### config.mk
export PLATFORM = sky130hd
export DESIGN_NAME = debug_uart_tx
export DESIGN_NICKNAME = d
export VERILOG_FILES = /design/src/rtl/debug_uart_tx.sv
export SDC_FILE = /design/constraint.sdc
export NUM_CORES = 1
export LEC_CHECK = 0
export CAP_MARGIN = 20
export CORE_MARGIN = 2
export CORE_UTILIZATION = 55
export CTS_CLUSTER_DIAMETER = 40
export DETAILED_ROUTE_END_ITERATION = 7
export PLACE_DENSITY = 0.77
export SYNTH_ARGS = -nofsm -noshare
export SYNTH_HDL_FRONTEND = slang
export SYNTH_SLANG_ARGS = --single-unit
### constraint.sdc
create_clock -name clk -period 2.45 [get_ports clk]
set_clock_uncertainty 0.15 [all_clocks]
set_input_delay 0.49 -clock clk [delete_from_list [all_inputs] [get_ports clk]]
set_output_delay 0.49 -clock clk [all_outputs]
set_load 0.01 [all_outputs]
### src/rtl/debug_uart_tx.sv
// Debug UART transmitter: 1 start, 9 data (LSB first), 1 stop, with a one-deep holding register.
// Define DEBUG_TX_PARITY_EN to send even parity of [7:0] as bit 8 instead of tx_frame[8].
module debug_uart_tx #(
  parameter int BAUD_DIV = 868
) (
  input  logic       clk,
  input  logic       rst_n,
  input  logic       debug,
  input  logic       tx_valid,
  input  logic [8:0] tx_frame,
  output logic       tx_ready,
  output logic       tx_busy,
  output logic       tx_done,
  output logic       tx
);

  localparam int CW = $clog2(BAUD_DIV);
  localparam logic [CW-1:0] BAUD_MAX = CW'(BAUD_DIV - 1);

  typedef enum logic [1:0] {IDLE, START, DATA, STOP} state_t;

  state_t        state, state_n;
  logic [CW-1:0] baud_cnt, baud_cnt_n;
  logic [3:0]    bit_idx, bit_idx_n;
  logic [8:0]    shifter, shifter_n;
  logic [8:0]    hold;
  logic          hold_full;
  logic [8:0]    frame_in;
  logic          accept, bit_end, stop_end;
  logic          tx_d, done_d;

`ifdef DEBUG_TX_PARITY_EN
  assign frame_in = {^tx_frame[7:0], tx_frame[7:0]};
`else
  assign frame_in = tx_frame;
`endif

  assign tx_ready = debug & ~hold_full;
  assign accept   = tx_valid & tx_ready;
  assign bit_end  = (baud_cnt == BAUD_MAX);
  assign stop_end = (state == STOP) & bit_end;
  assign tx_busy  = (state != IDLE);

  // State register
  always_ff @(posedge clk or negedge rst_n) begin
    if (!rst_n) state <= IDLE;
    else        state <= state_n;
  end

  // Next-state and shifter/counter next values
  always_comb begin
    state_n    = state;
    shifter_n  = shifter;
    bit_idx_n  = bit_idx;
    baud_cnt_n = (state == IDLE || bit_end) ? '0 : baud_cnt + 1'b1;
    case (state)
      IDLE: if (accept) begin
        state_n   = START;
        shifter_n = frame_in;
      end
      START: if (bit_end) begin
        state_n   = DATA;
        bit_idx_n = 4'd0;
      end
      DATA: if (bit_end) begin
        if (bit_idx == 4'd8) state_n = STOP;
        else begin
          bit_idx_n = bit_idx + 4'd1;
          shifter_n = shifter >> 1;
        end
      end
      STOP: if (bit_end) begin
        // A queued frame (or one accepted this very cycle) starts with no idle gap.
        if (hold_full && debug) begin
          state_n   = START;
          shifter_n = hold;
        end else if (accept) begin
          state_n   = START;
          shifter_n = frame_in;
        end else begin
          state_n   = IDLE;
        end
      end
      default: state_n = IDLE;
    endcase
  end

  // Output decode: tx is registered from the next state so it lines up with the bit period.
  always_comb begin
    tx_d   = 1'b1;
    done_d = stop_end;
    case (state_n)
      START:   tx_d = 1'b0;
      DATA:    tx_d = shifter_n[0];
      default: tx_d = 1'b1;
    endcase
  end

  always_ff @(posedge clk or negedge rst_n) begin
    if (!rst_n) begin
      baud_cnt <= '0;
      bit_idx  <= '0;
      shifter  <= '0;
      tx       <= 1'b1;
      tx_done  <= 1'b0;
    end else begin
      baud_cnt <= baud_cnt_n;
      bit_idx  <= bit_idx_n;
      shifter  <= shifter_n;
      tx       <= tx_d;
      tx_done  <= done_d;
    end
  end

  // Holding register: filled only while the shifter is busy, drained at stop end.
  always_ff @(posedge clk or negedge rst_n) begin
    if (!rst_n) begin
      hold      <= '0;
      hold_full <= 1'b0;
    end else if (!debug) begin
      hold_full <= 1'b0;
    end else if (stop_end) begin
      hold_full <= 1'b0;
    end else if (accept && state != IDLE) begin
      hold      <= frame_in;
      hold_full <= 1'b1;
    end
  end

endmodule
Word-level counts from Yosys, hierarchy flattened

Cells that the tools add are included.

Add/sub/neg operators: 2
Eq/ne operators: 12
Muxes and demuxes: 23
Bitwise gates (word level): 5
Reductions and logical operators: 10

Operators by type and width:

| operator                                                         | number |
|---|---|
| 9-bit 2-to-1 mux                                                 | 5 |
| 9-bit case mux with 3 select lines                               | 1 |
| 4-bit 2-to-1 mux                                                 | 3 |
| 10-bit by 1-bit adder with 10-bit output (second input constant) | 1 |
| 10-bit == test (second input constant)                           | 1 |
| 10-bit 2-to-1 mux                                                | 1 |
| 2-bit 2-to-1 mux                                                 | 5 |
| 2-bit != test (second input constant)                            | 4 |
| 2-bit case mux with 4 select lines                               | 1 |
| 4-bit case mux with 2 select lines                               | 1 |
| 4-bit AND reduction                                              | 2 |
| 2-bit == test (second input constant)                            | 3 |
| 1-bit 2-to-1 mux                                                 | 5 |
| 4-bit by 1-bit adder with 4-bit output (second input constant)   | 1 |
| 2-bit by 1-bit == test with 1-bit output (second input constant) | 2 |
| 4-bit == test (second input constant)                            | 1 |
| 2-bit nonzero test                                               | 2 |
| 1-bit AND                                                        | 3 |
| 3-bit by 1-bit != test with 1-bit output (second input constant) | 1 |
| 3-bit AND reduction                                              | 1 |
| 3-bit nonzero test                                               | 1 |
| 1-bit logical AND                                                | 2 |
| 2-bit logical NOT                                                | 1 |
| 1-bit inverter                                                   | 2 |
| other kinds (2)                                                  | 2 |

Register bits after elaboration: 37
Output and inout port bits: 4
Word-level logic and storage cells: 61

Depth between registers and ports, before layout

Gate-level depths: netlist of run 1.

Word-level depth: 9
Depth in mapped cells: 8
Mapped depth without buffers: 7

Least setup slack after synthesis of run 1

Ideal clock, no wire load.

Path type: flip-flop to flip-flop
Start: register baud_cnt[0]
End: register hold[0]
Data arrival time: 1.618 ns
Data required time: 2.175 ns
Slack: 0.556 ns
Stages on the path, launching flop included: 8
Buffers on the path: 1
Clock period less this slack: 1.894 ns
Path through: dfrtp_1 > ha_1 > nor3b_2 > nand3_4 > nor2_4 > nor3b_2 > buf_6 > mux2_4

Word-level cells in the longest chain between the ends: 4

Ends and longest elaborated chain:

| element                              | RTL line | RTL |
|---|---|---|
| from (decl)                          | 23       | `logic [CW-1:0] baud_cnt, baud_cnt_n;` |
| from (signal assigned)               | 107      | `baud_cnt <= baud_cnt_n;` |
| 10-bit == test                       | 40       | `assign bit_end = (baud_cnt == BAUD_MAX);` |
| 1-bit AND                            | 41       | `assign stop_end = (state == STOP) & bit_end;` |
| net done_d                           | 30       | `logic tx_d, done_d;` |
| 1-bit inverter (no source line)      | --       |  |
| 3-bit AND reduction (no source line) | --       |  |
| to (signal assigned)                 | 125      | `hold <= frame_in;` |
| to (decl)                            | 26       | `logic [8:0] hold;` |

The timed path passes the listed nets, and every way through them passes these cells.
A chain may end at the register's enable or synchronous reset.

Worst setup path after layout of run 1

Start: input debug
End: output tx_ready

Word-level cells in the longest chain between the ends: 1

Ends and longest elaborated chain:

| element     | RTL line | RTL |
|---|---|---|
| from (decl) | 8        | `input logic debug,` |
| 1-bit AND   | 38       | `assign tx_ready = debug & ~hold_full;` |
| to (decl)   | 11       | `output logic tx_ready,` |

No other way between the ends.

==> flow_summary.yaml, run 1 <==
job:
  drv_cap: 0
critical_path:
  ff2ff_setup_slack_ns: 0.32
  critPathLaunchType: "primary input"
  endpoint: "tx_ready"
  cp_max_fo: 6
  cp.arrival_ns: 1.72
  reg2reg_to: "tx"
  worstSetupPathType: "in2out"
  r2r_cells: 6
  r2r-start: "baud_cnt[1]"
  critPathLaunch: "debug"
  endpoint_kind: "output port"
  worstPathRequired_ns: 1.81
sta:
  fin_crit_sh_pct: 96.5
  setup_viol: 0
  finalMaxSlewViolations: 0
  fin_setup_tns_ns: 0
  hold_viol: 0
  rsz0062_at_grt: "no"
  max_freq_mhz: 423
  tightestPinTransition_ns: 0.463
  max_slew_margin_pct: 69.1
  fin_crit_ns: 2.36
synth:
  ys_seq_area_share_pct: 47.6
  postSynthCellCount: 186
  synth_area_leaders: "dfrtp_1, mux2_4, nand2_1, nor2_1, a22oi_1"
  yosysMostFrequentCell: "dfrtp_1"
  synth-async-reset-ratio_pct: 100
  synth_flop_cell: "dfrtp_1"
  ys_types: 41
  yosys.area.top_type_share_pct: 46.2
  yosys_warnings: 0
  synth_area_leader_cell: "dfrtp_1"
  syn_avg_cell_area_sq_um: 10.5
  ys_ff_latch: 37
  ys_top_cells_by_count: "dfrtp_1, nand2_1, nor2_1"
  mappedNetlistArea_sq_mm: 0.00195
  synth-edff-count: 0
  syn-num-nets: 202
routing:
  wl_per_cell_microns: 14.5
  wirelength_microns: 3740
  drc: 0
  vias: 1469
  drt_iter0_markers: 119
  antenna_left: 0
  viasPerCell: 5.72
  drtPass1Iterations: 4
clock_tree:
  cts_tree: "built"
  clock-sinks: 37
  post_cts_buffers: 0
  cts_made_buffers: 5
  clkSlewWorstSetupHoldPaths_ns: 0.10
  cts_resized: 0
  clockRootBuffer: "clkbuf_4"
  insertion_delay_ns: 0.36
  cts_buffer_depth: 2
  holdBufCountCts: 0
  cts_max_level: 2
grt:
  first_global_vias: 1521
  grt_usage_pct: 21.5
  grt_max_degree: 38
  antenna_found_initial: 0
  grt_pass1_wl_microns: 6720
  grt-ovfl-total: 0
finish:
  final_area_sq_mm: 0.00228
  utilization_pct: 67.7
  syn_to_final_growth_pct: 16.9
  instances_no_fill: 257
  nNetsFinal: 226
  diodes: 0
  layout-drive-gt1-share_pct: 17.1
floorplan:
  coreArea_sq_mm: 0.00336
  die_h_microns: 63.5
  die_w_microns: 63.5
  floorplan.initialDensity_pct: 57.9
  ios: 17
  rows: 21
  fp.dieArea_sq_mm: 0.00403
pwr:
  p_leak_uw: 0.000949
  max-vdd-ir-drop_mv: 0.596
  p_per_area_mw_per_mm2: 751
placement:
  hpwl_microns: 2600
  numPlacedInstances: 249
  gp_congestion: 0.782
  io_buffer_count: 16
  place_area_sq_mm: 0.00217
hold_path:
  min_from: "baud_cnt[0]"
  hold-path-cell-count: 1
  hp-class: "reg2reg"
outcome:
  status: "completed"
==> cell type report <==
class / count / area (sq um)
clock inverter: 3 / 65.1
clock buffer: 5 / 37.5
tap: 46 / 57.6
fill: 258 / 1090
sequential: 37 / 927
timing repair buffer: 24 / 220
inverter: 5 / 18.8
multi-input combinational: 137 / 951
==> flip-flops by register name (all words and copies together) (netlist names) <==
| signal | cells |
|---|---|
| tx | 1 |
| hold_full | 1 |
| hold | 9 |
| tx_done | 1 |
| baud_cnt | 10 |
| state | 2 |
| bit_idx | 4 |
| shifter | 9 |
==> cells in the final DEF (no fill, tap or decap), types with 3 or more instances in the layout <==
cell type	Yosys	routed
mux2_4	9	9
o211ai_1	8	8
nor2_1	20	20
xnor2_1	5	5
nand3_1	5	5
a22oi_1	9	9
nand2_1	23	23
nand3b_1	3	3
inv_1	5	5
a211oi_1	3	3
o21ai_0	9	9
buf_4	0	8
clkdlybuf4s50_1	0	16
a21oi_1	7	7
xor2_1	4	4
dfrtp_1	36	36
ha_1	3	3
clkbuf_4	0	5
==> layer usage <==
metal | up-vias | share of wire [%] | track usage (%)
met1 | 709 | 45 | 27.4
met2 | 35 | 48 | 34.5
li1 | 715 | - | -
met4 | 0 | 2.1 | 8.15
met5 | - | 0 | 0
met3 | 10 | 4.4 | 6.43
==> report_power, final <==
part,total (uW),internal (uW),switching (uW)
clock,535,316,219
sequential,852,745,107
combinational,324,181,142
total,1710,1240,468
==> logic make-up (layout without fill, tap and decap cells) <==
| family | after synthesis | after routing | synth area share (%) |
|---|---|---|---|
| compound gates | 43 | 43 | 15.7 |
| xor+xnor | 9 | 9 | 4.05 |
| fa+ha+maj | 3 | 3 | 1.93 |
| buf+inv | 12 | 37 | 3.60 |
| flops | 37 | 37 | 47.6 |
| mux | 10 | 10 | 7.45 |
| simple gates | 72 | 72 | 19.7 |
==> per-stage QoR <==
step                total power (uW)  hold WS (ns)  setup slack, ns
floorplan                       1080        0.0444            0.556
global placement                1160         0.324            0.104
detailed placement              1190         0.327           0.0836
CTS                             1720         0.345           0.0814
global route                    1810         0.371           0.0175
finish                          1710         0.344           0.0859
==> worst min path at each step <==
stage	end	slack, ns
after floorplan	baud_cnt[0]	0.04
after global placement	baud_cnt[0]	0.32
after detailed placement	baud_cnt[0]	0.33
after CTS	baud_cnt[0]	0.34
after global routing	baud_cnt[0]	0.37
final	baud_cnt[0]	0.34
==> worst max-delay path, cell delays in order <==
cell and delay, ns:
clkdlybuf4s50_1 0.55, nor2b_1 0.15, clkdlybuf4s50_1 0.53
No activity file was read; power rests on OpenSTA's default activity.
==> inputs of run 2 (changes only) <==
GPL_ROUTABILITY_DRIVEN = 0   (was unset)
REMOVE_ABC_BUFFERS = 1   (was unset)
==> run 2 against run 1 <==
  * Sequential share of layout area increased by 0.71 points
  * Utilization decreased by 1.2 points
  * Flip-flop and latch count unchanged
  * Hold slack got worse by 0.00061 ns
  * Global-route usage decreased by 0.18 points
  * Setup slack improved by 0.016 ns
  * Maximum frequency increased by 0.69%
  * First-iteration DRC count increased by 14%
  * Routed wire length increased by 3.6%
  * Highest routed layer unchanged
==> flow_summary.yaml, run 2 (same netlist as run 1, synthesis figures left out) <==
sta:
  max_slew_margin_pct: 68.1
  hold_viol: 0
  finalMaxSlewViolations: 0
  fin_crit_ns: 2.35
  fin_crit_sh_pct: 95.8
  setup_ws_ns: 0.102
  tightestPinTransition_ns: 0.474
  fin_setup_tns_ns: 0
  setup_viol: 0
  rsz0062_at_grt: "no"
  max_freq_mhz: 426
  holdWs_ns: 0.343
critical_path:
  endpoint: "tx_ready"
  ff2ff_setup_slack_ns: 0.31
  worstSetupPathType: "in2out"
  cp_max_fo: 4
  critPathLaunch: "debug"
  worstPathRequired_ns: 1.81
  reg2reg_to: "shifter[6]"
  cp.arrival_ns: 1.71
  critPathLaunchType: "primary input"
  r2r-start: "baud_cnt[1]"
  endpoint_kind: "output port"
  r2r_cells: 6
routing:
  wirelength_microns: 3870
  viasPerCell: 5.79
  drc: 0
  vias: 1488
  drtPass1Iterations: 5
  wl_per_cell_microns: 15.1
  drt_iter0_markers: 136
  antenna_left: 0
floorplan:
  rows: 21
  ios: 17
  die_h_microns: 63.5
  coreArea_sq_mm: 0.00336
  die_w_microns: 63.5
  fp.dieArea_sq_mm: 0.00403
  floorplan.initialDensity_pct: 57.9
hold_path:
  hp-class: "reg2reg"
clock_tree:
  cts_buffer_depth: 2
  cts_tree: "built"
  insertion_delay_ns: 0.35
  cts_max_level: 2
  clockRootBuffer: "clkbuf_4"
  clkSlewWorstSetupHoldPaths_ns: 0.09
  clock-sinks: 37
  post_cts_buffers: 0
  holdBufCountCts: 0
  cts_resized: 0
  cts_made_buffers: 5
pwr:
  max-vdd-ir-drop_mv: 0.459
  p_per_area_mw_per_mm2: 667
  p_leak_uw: 0.000929
finish:
  top_register: "baud_cnt"
  top_regs: "baud_cnt (10), hold (9), shifter (9)"
  nNetsFinal: 226
  syn_to_final_growth_pct: 14.9
  layout_commonest_cell: "dfrtp_1"
  layout-drive-gt1-share_pct: 16.6
  diodes: 0
  largest_register_ffs: 10
  final_cell_mix: "dfrtp_1, nand2_1, nor2_1, clkdlybuf4s50_1"
placement:
  post-place-ws_ns: 0.0954
  hpwl_microns: 2660
  io_buffer_count: 16
grt:
  grt_max_degree: 38
  grt-ovfl-total: 0
  grt_pass1_wl_microns: 6760
  first_global_vias: 1467
  grt_usage_pct: 21.3
  antenna_found_initial: 0
job:
  drv_cap: 0
outcome:
  status: "completed"
[run 2: changes by cell type in the layout (fill, tap and decap cells not counted)]
cell,change
buf_12,+1
clkbuf_1,+1
buf_4,-1
clkinv_2,+1
bufinv_16,-2
[run 2: layout make-up]
type                            count  area [sq um]
Tap cell                           46          57.6
Sequential cell                    37           927
Clock inverter                      2          10.0
Timing Repair Buffer               24           233
Fill cell                         291          1120
Multi-Input combinational cell    137           951
Clock buffer                        6          41.3
Inverter                            5          18.8
[run 2: how the worst min path moves through the flow]
stage / depth (start not counted) / slack, ns / endpoint / startpoint
4_1_cts: 1 / 0.35 / baud_cnt[0] / baud_cnt[0]
3_3_place_gp: 1 / 0.33 / baud_cnt[0] / baud_cnt[0]
3_5_place_dp: 1 / 0.33 / baud_cnt[0] / baud_cnt[0]
5_1_grt: 1 / 0.38 / baud_cnt[0] / baud_cnt[0]
6_report: 1 / 0.34 / baud_cnt[0] / baud_cnt[0]
2_1_floorplan: 0 / 0.04 / baud_cnt[0] / rst_n
[run 2: per-layer routing]
metal | track usage (%) | routed length [microns] | vias to the layer above
met5 | 0 | 0 | -
met4 | 7.61 | 61 | 0
met1 | 27.6 | 1760 | 727
met3 | 6.61 | 174 | 6
met2 | 33.7 | 1880 | 34
li1 | - | - | 721
[run 2: power by group]
part / total [uW] / switching, uW / internal (uW)
sequential: 850 / 105 / 745
combinational: 330 / 145 / 185
clock: 312 / 202 / 109
total: 1490 / 452 / 1040
[run 2: critical path, cell delays in order]
cell and delay (ns):
clkdlybuf4s50_1 0.52, nor2b_1 0.14, clkdlybuf4s50_1 0.56
[run 2: per-stage QoR]
step                cell area, sq um  total power, uW  utilization, %  instances
floorplan                       1900             1080               -        179
global placement                2190             1170            65.0        249
detailed placement              2190             1190            65.0        249
CTS                             2240             1500            66.6        257
global route                    2240             1600            66.6        257
finish                          2240             1490            66.6        257
==> inputs of run 3 (changes only) <==
CTS_BUF_LIST = sky130_fd_sc_hd__clkbuf_4   (was unset)
CTS_CLUSTER_DIAMETER = 30   (was 40)
==> run 3 against run 2 <==
  * Non-clock buffer count unchanged
  * Critical path depth unchanged
  * Die area unchanged
  * Sequential share of layout area decreased by 0.069 points
  * Via count increased by 1.1%
  * Critical path type unchanged
==> flow_summary.yaml, run 3 (same netlist as run 1, synthesis figures left out) <==
outcome:
  status: "completed"
sta:
  fin_crit_sh_pct: 95.9
  fin_crit_ns: 2.35
  max_freq_mhz: 426
  finalMaxSlewViolations: 0
  setup_viol: 0
  hold_viol: 0
  max_slew_margin_pct: 68.3
  tightestPinTransition_ns: 0.471
  rsz0062_at_grt: "no"
  fin_setup_tns_ns: 0
  setup_ws_ns: 0.101
routing:
  antenna_left: 0
  drtPass1Iterations: 4
  vias: 1505
  viasPerCell: 5.86
  drc: 0
  drt_iter0_markers: 144
  wl_per_cell_microns: 15.0
  wirelength_microns: 3850
finish:
  instances_no_fill: 257
  largest_register_ffs: 10
  diodes: 0
  utilization_pct: 66.7
  top_register: "baud_cnt"
  syn_to_final_growth_pct: 15.1
  top_regs: "baud_cnt (10), hold (9), shifter (9)"
  final_cell_mix: "dfrtp_1, nand2_1, nor2_1, clkdlybuf4s50_1"
  layout_commonest_cell: "dfrtp_1"
  nNetsFinal: 226
  layout-drive-gt1-share_pct: 17.1
critical_path:
  worst-path-buf-inv: 2
  worstSetupPathType: "in2out"
  cp.arrival_ns: 1.71
  worstPathRequired_ns: 1.81
  cp_max_fo: 4
  crit_family: "buffers and inverters"
  crit_slowest_cell: "clkdlybuf4s50_1"
  slowest_delay_ns: 0.56
  crit_top_cell: "clkdlybuf4s50_1"
  critPathLaunchType: "primary input"
  cp_cell_sequence: "clkdlybuf4s50_1, nor2b_1, clkdlybuf4s50_1"
  endpoint_kind: "output port"
grt:
  grt_usage_pct: 21.3
  grt_pass1_wl_microns: 6740
  antenna_found_initial: 0
  first_global_vias: 1476
  grt-ovfl-total: 0
  grt_max_degree: 38
clock_tree:
  clkSlewWorstSetupHoldPaths_ns: 0.09
  clock-sinks: 37
  clockRootBuffer: "clkbuf_4"
  insertion_delay_ns: 0.35
  cts_buffer_depth: 2
  cts_tree: "built"
  cts_max_level: 2
  post_cts_buffers: 0
  cts_made_buffers: 5
  cts_resized: 0
  holdBufCountCts: 0
floorplan:
  coreArea_sq_mm: 0.00336
  ios: 17
  die_w_microns: 63.5
  die_h_microns: 63.5
  floorplan.initialDensity_pct: 57.9
  fp.dieArea_sq_mm: 0.00403
  rows: 21
pwr:
  p_leak_uw: 0.000933
  p_per_area_mw_per_mm2: 669
  max-vdd-ir-drop_mv: 0.472
placement:
  hpwl_microns: 2660
  numPlacedInstances: 249
  io_buffer_count: 16
  post-place-ws_ns: 0.0954
hold_path:
  hp-class: "reg2reg"
job:
  drv_cap: 0
==> run 3: cell count changes in the layout (fill, tap and decap cells not counted) <==
cell | before | now
clkbuf_1 | 1 | 0
clkbuf_4 | 5 | 6
==> run 3: metal layers <==
metal  wire length [microns]  vias to the layer above  global-route usage (%)
met2                    1890                       52                    33.6
met5                       0                        -                       0
met3                     211                        8                    6.79
met4                      64                        0                    7.88
li1                        -                      718                       -
met1                    1690                      727                    27.4
==> run 3: per-stage QoR <==
step,hold slack (ns),power [uW],cell area [sq um]
after floorplan,0.0444,1080,1900
after global placement,0.328,1170,2190
after detailed placement,0.330,1190,2190
after CTS,0.347,1510,2240
after global routing,0.376,1610,2240
final,0.344,1500,2240
==> run 3: final timing paths <==
path                             start          end  slack [ns]  depth (start not counted)
max in group asynchronous        rst_n      hold[3]        1.41                          2
min in group asynchronous        rst_n   bit_idx[0]        0.39                          2
hold / removal             baud_cnt[0]  baud_cnt[0]        0.34                          1
setup / recovery                 debug     tx_ready        0.10                          3
setup reg to reg           baud_cnt[1]   shifter[6]        0.30                          6
hold reg to reg            baud_cnt[0]  baud_cnt[0]        0.34                          1
==> run 3: area by class of cell <==
class                      instances  area (sq um)
tap                               46          57.6
multi-input combinational        137           951
clock buffer                       6          45.0
timing repair buffer              24           233
clock inverter                     2          10.0
sequential                        37           927
fill                             291          1120
inverter                           5          18.8
==> run 3: where the power goes <==
part	total [uW]	switching (uW)	internal, uW	leakage, uW
Combinational	329	144	185	0.000446
Clock	322	201	120	0.0000354
Sequential	850	105	745	0.000451
